$ cat config.mk
export PLATFORM = sky130hd
export DESIGN_NAME = load_store_unit_flat
export DESIGN_NICKNAME = d
export VERILOG_FILES = /design/src/rtl/load_store_unit_if.sv /design/src/rtl/load_store_unit.sv /design/src/flat_wrapper.sv
export SDC_FILE = /design/constraint.sdc
export NUM_CORES = 1
export LEC_CHECK = 0
export ABC_AREA = 1
export CORE_UTILIZATION = 38
export CTS_CLUSTER_SIZE = 24
export DETAILED_ROUTE_END_ITERATION = 10
export PLACE_DENSITY = 0.87
export SYNTH_ARGS = -nofsm -noshare
export SYNTH_HDL_FRONTEND = slang
export SYNTH_SLANG_ARGS = --single-unit
export TNS_END_PERCENT = 100
$ cat constraint.sdc
create_clock -name clk -period 2 [get_ports clk]
set_input_delay 0.5 -clock clk [delete_from_list [all_inputs] [get_ports clk]]
set_output_delay 0.5 -clock clk [all_outputs]
set_load 0.02 [all_outputs]
$ cat src/rtl/load_store_unit_if.sv
// rtl/load_store_unit_if.sv - request and data-memory bus bundle for the load/store unit
//
// Purpose: groups the EX/MEM request handshake and the word-addressed data
// memory port so the unit and its environment connect through one port.
// Ports (signals):
//   req_valid, req_ready, req_write, req_funct3, req_addr, req_wdata  - request channel
//   mem_en, mem_we, mem_addr, mem_wdata, mem_rdata                    - data memory port
// Modports:
//   slave  - the load/store unit (consumes requests, drives memory)
//   master - the pipeline plus memory (issues requests, returns read data)

interface load_store_unit_if #(
    parameter int DATA_ADDRESS_WIDTH = 6,
    parameter int CPU_DATA_WIDTH     = 32
);
    logic                          req_valid;
    logic                          req_ready;
    logic                          req_write;
    logic [2:0]                    req_funct3;
    logic [CPU_DATA_WIDTH-1:0]     req_addr;
    logic [CPU_DATA_WIDTH-1:0]     req_wdata;

    logic                          mem_en;
    logic [3:0]                    mem_we;
    logic [DATA_ADDRESS_WIDTH-1:0] mem_addr;
    logic [CPU_DATA_WIDTH-1:0]     mem_wdata;
    logic [CPU_DATA_WIDTH-1:0]     mem_rdata;

    modport slave (
        input  req_valid, req_write, req_funct3, req_addr, req_wdata, mem_rdata,
        output req_ready, mem_en, mem_we, mem_addr, mem_wdata
    );

    modport master (
        output req_valid, req_write, req_funct3, req_addr, req_wdata, mem_rdata,
        input  req_ready, mem_en, mem_we, mem_addr, mem_wdata
    );
endinterface

$ cat src/rtl/load_store_unit.sv
// rtl/load_store_unit.sv - RV32I MEM-stage load/store unit
//
// Purpose: turns LB/LH/LW/LBU/LHU/SB/SH/SW requests into word accesses with
// byte write masks, extends load data, stalls the pipeline while a
// synchronous-read load is in flight, and flags misaligned / faulting requests.
// Ports:
//   clk          - clock, rising edge
//   rst_n        - asynchronous active-low reset
//   bus          - request channel + data memory port (slave view)
//   flush        - squash an in-flight load / block acceptance
//   stall        - hold IF..EX/MEM this cycle
//   load_valid   - one-cycle pulse, load_data valid
//   load_data    - extended load result (registered)
//   misaligned   - one-cycle pulse, misaligned request dropped
//   access_fault - one-cycle pulse, out-of-range address or illegal funct3

module load_store_unit #(
    parameter int DATA_ADDRESS_WIDTH = 6,
    parameter int CPU_DATA_WIDTH     = 32
) (
    input  logic                      clk,
    input  logic                      rst_n,
    load_store_unit_if.slave          bus,
    input  logic                      flush,
    output logic                      stall,
    output logic                      load_valid,
    output logic [CPU_DATA_WIDTH-1:0] load_data,
    output logic                      misaligned,
    output logic                      access_fault
);
    typedef enum logic [1:0] {
        IDLE    = 2'd0,
        RD_WAIT = 2'd1,
        RESP    = 2'd2
    } state_t;

    state_t                    state;
    logic                      load_valid_q;
    logic [1:0]                lane_q;
    logic [2:0]                funct3_q;

    logic                      accept;
    logic                      range_fault;
    logic                      funct3_illegal;
    logic                      fault;
    logic                      misaligned_raw;
    logic                      issue;
    logic [1:0]                size;
    logic [CPU_DATA_WIDTH-1:0] shifted;
    logic [CPU_DATA_WIDTH-1:0] extended;

    assign size = bus.req_funct3[1:0];

    // Reset gates acceptance so no access leaks out while rst_n is held low.
    assign accept = bus.req_valid && (state == IDLE) && !flush && rst_n;

    assign range_fault = |bus.req_addr[CPU_DATA_WIDTH-1:DATA_ADDRESS_WIDTH+2];

    // Stores only have sizes 000/001/010; loads add the unsigned 100/101.
    always_comb begin
        funct3_illegal = 1'b0;
        if (bus.req_write) begin
            funct3_illegal = bus.req_funct3[2] || (bus.req_funct3 == 3'b011);
        end else begin
            funct3_illegal = (bus.req_funct3 == 3'b011) || (bus.req_funct3 == 3'b110) ||
                             (bus.req_funct3 == 3'b111);
        end
    end

    assign fault          = range_fault || funct3_illegal;
    assign misaligned_raw = ((size == 2'b01) && bus.req_addr[0]) ||
                            ((size == 2'b10) && (bus.req_addr[1:0] != 2'b00));
    assign issue          = accept && !fault && !misaligned_raw;

    assign bus.req_ready = (state == IDLE);
    assign bus.mem_en    = issue;
    assign bus.mem_addr  = bus.req_addr[DATA_ADDRESS_WIDTH+1:2];

    always_comb begin
        bus.mem_we    = 4'b0000;
        bus.mem_wdata = bus.req_wdata;
        case (size)
            2'b00: begin
                bus.mem_wdata = {4{bus.req_wdata[7:0]}};
                if (issue && bus.req_write) begin
                    bus.mem_we = 4'b0001 << bus.req_addr[1:0];
                end
            end
            2'b01: begin
                bus.mem_wdata = {2{bus.req_wdata[15:0]}};
                if (issue && bus.req_write) begin
                    bus.mem_we = 4'b0011 << bus.req_addr[1:0];
                end
            end
            default: begin
                if (issue && bus.req_write) begin
                    bus.mem_we = 4'b1111;
                end
            end
        endcase
    end

    // The pipeline is held in the accept cycle of a load and in RD_WAIT;
    // a flush releases it at once because the result is being discarded.
    assign stall = (issue && !bus.req_write) || ((state == RD_WAIT) && !flush);

    // Bring the addressed lane down to bit 0; halves only ever sit at lane 0 or 2.
    assign shifted = bus.mem_rdata >> {lane_q, 3'b000};

    always_comb begin
        extended = bus.mem_rdata;
        case (funct3_q)
            3'b000:  extended = {{24{shifted[7]}}, shifted[7:0]};
            3'b001:  extended = {{16{shifted[15]}}, shifted[15:0]};
            3'b100:  extended = {24'd0, shifted[7:0]};
            3'b101:  extended = {16'd0, shifted[15:0]};
            default: extended = bus.mem_rdata;
        endcase
    end

    // A flush arriving in RESP still squashes the pulse being presented.
    assign load_valid = load_valid_q && !flush;

    always_ff @(posedge clk or negedge rst_n) begin
        if (!rst_n) begin
            state        <= IDLE;
            load_valid_q <= 1'b0;
            load_data    <= '0;
            misaligned   <= 1'b0;
            access_fault <= 1'b0;
            lane_q       <= 2'b00;
            funct3_q     <= 3'b000;
        end else begin
            misaligned   <= accept && !fault && misaligned_raw;
            access_fault <= accept && fault;
            load_valid_q <= 1'b0;
            case (state)
                IDLE: begin
                    if (issue && !bus.req_write) begin
                        lane_q   <= bus.req_addr[1:0];
                        funct3_q <= bus.req_funct3;
                        state    <= RD_WAIT;
                    end
                end
                RD_WAIT: begin
                    if (flush) begin
                        state <= IDLE;
                    end else begin
                        load_data    <= extended;
                        load_valid_q <= 1'b1;
                        state        <= RESP;
                    end
                end
                RESP: begin
                    state <= IDLE;
                end
                default: begin
                    state <= IDLE;
                end
            endcase
        end
    end
endmodule

$ cat src/flat_wrapper.sv
// flat-port wrapper written by rule: the top's interface ports become plain ports
module load_store_unit_flat 
#(
    parameter int DATA_ADDRESS_WIDTH = 6,
    parameter int CPU_DATA_WIDTH     = 32
)
  (clk, rst_n, flush, stall, load_valid, load_data, misaligned, access_fault, bus_req_valid, bus_req_write, bus_req_funct3, bus_req_addr, bus_req_wdata, bus_mem_rdata, bus_req_ready, bus_mem_en, bus_mem_we, bus_mem_addr, bus_mem_wdata);
  load_store_unit_if #(.DATA_ADDRESS_WIDTH(DATA_ADDRESS_WIDTH), .CPU_DATA_WIDTH(CPU_DATA_WIDTH)) bus_i ();
  input  logic clk;
  input  logic rst_n;
  input  logic flush;
  output logic stall;
  output logic load_valid;
  output logic [CPU_DATA_WIDTH-1:0] load_data;
  output logic misaligned;
  output logic access_fault;
  input wire logic [$bits(bus_i.req_valid)-1:0] bus_req_valid;
  input wire logic [$bits(bus_i.req_write)-1:0] bus_req_write;
  input wire logic [$bits(bus_i.req_funct3)-1:0] bus_req_funct3;
  input wire logic [$bits(bus_i.req_addr)-1:0] bus_req_addr;
  input wire logic [$bits(bus_i.req_wdata)-1:0] bus_req_wdata;
  input wire logic [$bits(bus_i.mem_rdata)-1:0] bus_mem_rdata;
  output wire logic [$bits(bus_i.req_ready)-1:0] bus_req_ready;
  output wire logic [$bits(bus_i.mem_en)-1:0] bus_mem_en;
  output wire logic [$bits(bus_i.mem_we)-1:0] bus_mem_we;
  output wire logic [$bits(bus_i.mem_addr)-1:0] bus_mem_addr;
  output wire logic [$bits(bus_i.mem_wdata)-1:0] bus_mem_wdata;
  assign bus_i.req_valid = bus_req_valid;
  assign bus_i.req_write = bus_req_write;
  assign bus_i.req_funct3 = bus_req_funct3;
  assign bus_i.req_addr = bus_req_addr;
  assign bus_i.req_wdata = bus_req_wdata;
  assign bus_i.mem_rdata = bus_mem_rdata;
  assign bus_req_ready = bus_i.req_ready;
  assign bus_mem_en = bus_i.mem_en;
  assign bus_mem_we = bus_i.mem_we;
  assign bus_mem_addr = bus_i.mem_addr;
  assign bus_mem_wdata = bus_i.mem_wdata;
  load_store_unit #(.DATA_ADDRESS_WIDTH(DATA_ADDRESS_WIDTH), .CPU_DATA_WIDTH(CPU_DATA_WIDTH)) u_core (.clk(clk), .rst_n(rst_n), .bus(bus_i), .flush(flush), .stall(stall), .load_valid(load_valid), .load_data(load_data), .misaligned(misaligned), .access_fault(access_fault));
endmodule
Word level (Yosys, flattened, before mapping)
Cells that the tools add are included.
W data, S select, Z words.
- flip-flop bits (word level): 42
- latch bits: 0
- memory bits (writable): 0
- bits in read-only memories: 0
- input port bits: 104
- word-level logic and storage cells: 63
- memories: 0
- $add $sub $neg: 0
- $mul: 0
- div/mod/pow operators: 0
- $lt $le $gt $ge: 0
- equality and inequality tests: 10
- shifts and indexed selects: 3
- muxes and demuxes: 12
- bitwise gates (word level): 1
- reductions and logical operators: 30
- operators with widths (cell ; count):
    $pmux W32 S4 ; 1
    $pmux W32 S2 ; 1
    $shr A32 B5 Y16 ; 1
    $reduce_or A24 Y1 ; 1
    $logic_and A1 B1 Y1 ; 13
    $eq A3 B3 Y1 const B ; 4
    $mux W4 ; 3
    $pmux W4 S2 ; 1
    $logic_or A1 B1 Y1 ; 6
    $eq A2 B1 Y1 const B ; 2
    $logic_not A1 Y1 ; 4
    $logic_not A2 Y1 ; 2
    $mux W2 ; 2
    $pmux W2 S2 ; 1
    $reduce_and A2 Y1 ; 2
    $shl A1 B2 Y4 const A ; 1
    $shl A2 B2 Y4 const A ; 1
    $eq A3 B1 Y1 const B ; 1
    $eq A3 B2 Y1 const B ; 1
    $logic_not A3 Y1 ; 1
    $mux W1 ; 3
    $eq A2 B2 Y1 const B ; 1
    $ne A2 B1 Y1 const B ; 1
    $reduce_bool A2 Y1 ; 1
    $not A1 Y1 ; 1

Depth between registers and ports, before layout
- depth in word-level cells: 11
- depth in mapped cells: 11

Worst setup path before layout
OpenSTA, ideal clock, no wires.
- path type: input port to output port
- from: in bus_req_addr[15]
- to: out bus_mem_we[0]
- arrival: 1697 ps
- data required time: 1500 ps
- slack: -197 ps
- cell stages on the path: 9
- cell sequence: nor2_1 nand2_1 nor2_1 nand2_1 nor2_2 nand2_1 nor2_2 nand2_1 nor2_1
- word-level cells in the longest chain between the ends: 8
- ends and longest elaborated chain (what ; RTL line ; RTL):
    start: declaration ; flat_wrapper.sv:20 ; input wire logic [$bits(bus_i.req_addr)-1:0] bus_req_addr;
    $reduce_or A24 Y1 * ; load_store_unit.sv:57 ; assign range_fault = |bus.req_addr[CPU_DATA_WIDTH-1:DATA_ADDRESS_WIDTH+2];
    $logic_or A1 B1 Y1 * ; load_store_unit.sv:70 ; assign fault = range_fault || funct3_illegal;
    $logic_not A1 Y1 * ; load_store_unit.sv:73 ; assign issue = accept && !fault && !misaligned_raw;
    $logic_and A1 B1 Y1 * (2 in a row) ; load_store_unit.sv:73 ;
    via bus_mem_en ; flat_wrapper.sv:24 ; output wire logic [$bits(bus_i.mem_en)-1:0] bus_mem_en;
    $logic_and A1 B1 Y1 * ; load_store_unit.sv:85, load_store_unit.sv:91, load_store_unit.sv:96 ;
    $mux W4, on equally long branches ; load_store_unit.sv:96, load_store_unit.sv:85, load_store_unit.sv:91 ;
    $pmux W4 S2 * ; load_store_unit.sv:82 ; case (size)
    end: declaration ; flat_wrapper.sv:25 ; output wire logic [$bits(bus_i.mem_we)-1:0] bus_mem_we;
The timed path passes the listed nets; every way through them passes the cells marked *.

Worst setup path after layout
- from: in bus_req_funct3[2]
- to: out bus_mem_we[1]
- word-level cells in the longest chain between the ends: 11
- ends and longest elaborated chain (what ; RTL line ; RTL):
    start: declaration ; flat_wrapper.sv:19 ; input wire logic [$bits(bus_i.req_funct3)-1:0] bus_req_funct3;
    $eq A3 B2 Y1 / $eq A3 B3 Y1 (equally long branches) ; load_store_unit.sv:63, load_store_unit.sv:65 ;
    $logic_or A1 B1 Y1 (2 in a row) ; load_store_unit.sv:65 ; funct3_illegal = (bus.req_funct3 == 3'b011) || (bus.req_funct3 == 3'b110) ||
    $mux W1 * ; load_store_unit.sv:62 ; if (bus.req_write) begin
    $logic_or A1 B1 Y1 * ; load_store_unit.sv:70 ;
    $logic_not A1 Y1 * ; load_store_unit.sv:73 ;
    $logic_and A1 B1 Y1 * (2 in a row) ; load_store_unit.sv:73 ;
    $logic_and A1 B1 Y1 * ; load_store_unit.sv:85, load_store_unit.sv:91, load_store_unit.sv:96 ;
    $mux W4, on equally long branches ; load_store_unit.sv:96, load_store_unit.sv:85, load_store_unit.sv:91 ;
    $pmux W4 S2 * ; load_store_unit.sv:82 ;
Mark *: on every way between the ends. The rest lies on a longest branch, timed or not.

==> flow_summary.yaml <==
status:
  outcome: "complete, but fails checks"
  violations: "setup timing"
worst_setup_path:
  end_kind: "output pin"
  crit_path_frequent_cell: "nor2_4"
  r2r-start: "u_core.lane_q[0]"
  cp_slowest_cell: "clkdlybuf4s15_1"
  cp_cell_sequence: "clkdlybuf4s15_1, inv_1, nor2_1, nor2_1, nand2_1, nor2_4, nand2_2, nor2_4, nand2_4, nor2_4, buf_6"
  timing.rr.end: "u_core.load_data[14]"
  crit_type: "input pin to output pin"
  cp-start-kind: "input pin"
  reg2reg_depth: 11
  cp.arrival_ns: 1.67
  cpPeakStageDelay_ns: 0.19
  path_max_fanout: 4
  cp.required_ns: 1.50
  regToRegSetupSlack_ns: 0.29
global_route:
  grt_pass1_vias: 4014
  grt.total_usage_pct: 27.4
  grt_overflow_total: 0
  grt_pass1_wl_um: 18400
  grt_start_max_net_pins: 43
  antenna_found_initial: 1
final_layout:
  layout.cells.non_filler: 776
  regArea_um2: 1050
  drive_gt1_share_pct: 27.7
  final_nets: 781
  fillCellCount: 626
  final_util_pct: 69.0
  stdcell_area_um2: 5360
  area_growth_pct: 74.9
  n_antenna_cell: 0
  multi_input_area_um2: 1790
power:
  p_sw_share_pct: 27.8
  ir_worst_vdd_mv: 0.300
  p_seq_share_pct: 36.3
  pwr-share-comb_pct: 30.6
  cellPowerDensity_nw_per_um2: 465
  total_power_mw: 2.49
  p_sw_mw: 0.692
  clkPwrFrac_pct: 33.1
  p_leak_nw: 2.68
  p_int_mw: 1.80
place:
  place_inst: 747
  place.gp.congestion: 0.957
  dp_hpwl_um: 8750
  placed_area_um2: 5040
  dp_worst_setup_slack_ns: -1.02
  port_buffers: 171
detailed_routing:
  first_pass_iters: 5
  wl_um: 11300
  drtIter0Drc: 234
  drtAntennaViolNets: 0
  wire_per_inst_um: 14.6
  vias: 3918
  vias_per_cell: 5.05
  drc: 0
floorplan:
  die_h_um: 91.8
  io_pins: 184
  die_x_um: 91.8
  core_um2: 7770
  dieArea_um2: 8430
  initial_core_util_pct: 39.5
  rows: 32
logic_synthesis:
  ys_top_cells_by_area: "dfrtp_1 (34%), nand2_1 (19%), inv_1 (7.3%)"
  synthCells: 471
  yosysWarnings: 0
  ys_ff_latch: 42
  syn_avg_cell_area_um2: 6.51
  synth.distinct_cells: 29
  syn_nets: 579
  synthesis.area_um2: 3070
  synth_top_area_share_pct: 34.3
  seq_area_frac_synth_pct: 34.3
  yosysTopAreaCell: "dfrtp_1"
clock_network:
  clk_pin_slew_worst_paths_ns: 0.08
  clk_path_buf_depth: 2
  cts_root_buffer: "clkbuf_8"
  clock_latency_ns: 0.30
  cts-hold-fix-buffers: 0
  cts_inserted_buffers: 5
  cts_tree: "yes"
  clock-sinks: 42
  ctsHtreeMaxLevel: 2
sta:
  period_share_pct: 109
  worst_slew_pin_slew_ns: 0.524
  clock.fmax_mhz: 460
  tns_ns: -0.726
  setup_slack_ns: -0.172
  relSlewSlack_pct: 65.1
  rsz0062_at_grt: "true"
  skew_ns: 0.00585
  slew_viol_final: 0
  min_period_ns: 2.17
  setup_viol: 6
  whs_ns: 0.326
  finalHoldViolCount: 0
min_path:
  min_path_type: "input pin to async pin"
flow_run:
  cap_viol_max_count: 0
-- registers in the layout (all words and copies together) (netlist names) --
signal,count
u_core.access_fault,1
u_core.load_valid_q,1
u_core.misaligned,1
u_core.load_data,32
u_core.lane_q,2
u_core.funct3_q,3
u_core.state,2
-- cells in the final DEF (no fill, tap or decap), types with 6 or more instances in the layout --
cell / n
dlygate4sd2_1: 11
nand2_1: 147
a22o_1: 7
o21ai_0: 31
nor2_2: 6
dfrtp_1: 42
buf_4: 59
o211ai_1: 12
nor2_1: 34
inv_2: 12
nor2_4: 17
a21oi_1: 19
nand2_2: 9
buf_6: 21
buf_2: 30
clkdlybuf4s50_1: 97
clkbuf_8: 6
inv_1: 52
o22ai_1: 15
-- synth_stat cells, drive strengths merged --
cell type,n
nand2,158
inv,64
nor2,57
dfrtp,42
o21ai,36
buf,24
o22ai,20
a21oi,19
o211ai,12
clkbuf,11
a22o,7
nand3,7
nand4,6
ha,4
nor3,4
-- layer usage --
metal  wire (µm)  GRT usage (%)  up-vias  part of all wire, %
li1            -              -     1894                    -
met1        4090           29.3     1788                   36
met2        5920           51.0      198                   52
met3         904           6.30       36                  8.0
met4         357           12.6        2                  3.2
met5          13              0        -                 0.12
-- cell type report --
cell class / instances / share of cell area [%]
inverter: 64 / 4.48
sequential: 42 / 19.6
clock inverter: 2 / 1.12
multi-input combinational: 330 / 33.3
clock buffer: 6 / 1.54
timing repair buffer: 230 / 37.5
tap: 102 / 2.38
-- critical path, delay by kind of cell --
kind,cells,cell delay (ns)
buffers and inverters,3,0.38
and+or+nand+nor,8,0.79
-- worst max path at each step --
| stage | start | endpoint | slack (ns) |
|---|---|---|---|
| after floorplan | bus_req_addr[17] | bus_mem_we[1] | 0.0003 |
| after global placement | bus_req_funct3[0] | bus_mem_we[1] | -1.00 |
| after detailed placement | bus_req_funct3[0] | bus_mem_we[1] | -1.02 |
| after CTS | bus_req_addr[20] | bus_mem_we[0] | -0.24 |
| after global routing | bus_req_addr[19] | bus_mem_we[1] | -0.24 |
| final | bus_req_funct3[2] | bus_mem_we[1] | -0.17 |
-- logic make-up after synthesis --
kind of cell,count (synthesis),share of synthesized area [%]
AO/OA/AOI/OAI,94,18.4
buffers and inverters,99,14.6
flip-flops,42,34.3
AND/OR/NAND/NOR,232,31.1
adder cells (fa/ha/maj),4,1.63
-- timing repair --
item,in CTS,in global routing
hold endpoints to repair,0,0
pin swaps,35,32
cloned,0,0
setup buffers,22,7
setup endpoints to repair,40,25
resized for setup,265,51
-- power by group through the flow --
stage / Combinational [mW] / Clock (mW) / Sequential (mW)
2_1_floorplan: 0.251 / 0 / 0.965
3_3_place_gp: 0.738 / 0 / 0.921
3_5_place_dp: 0.754 / 0 / 0.923
4_1_cts: 0.735 / 0.834 / 0.905
5_1_grt: 0.816 / 0.860 / 0.909
6_report: 0.763 / 0.825 / 0.905
Note: power is estimated with default switching activity, not from simulation.
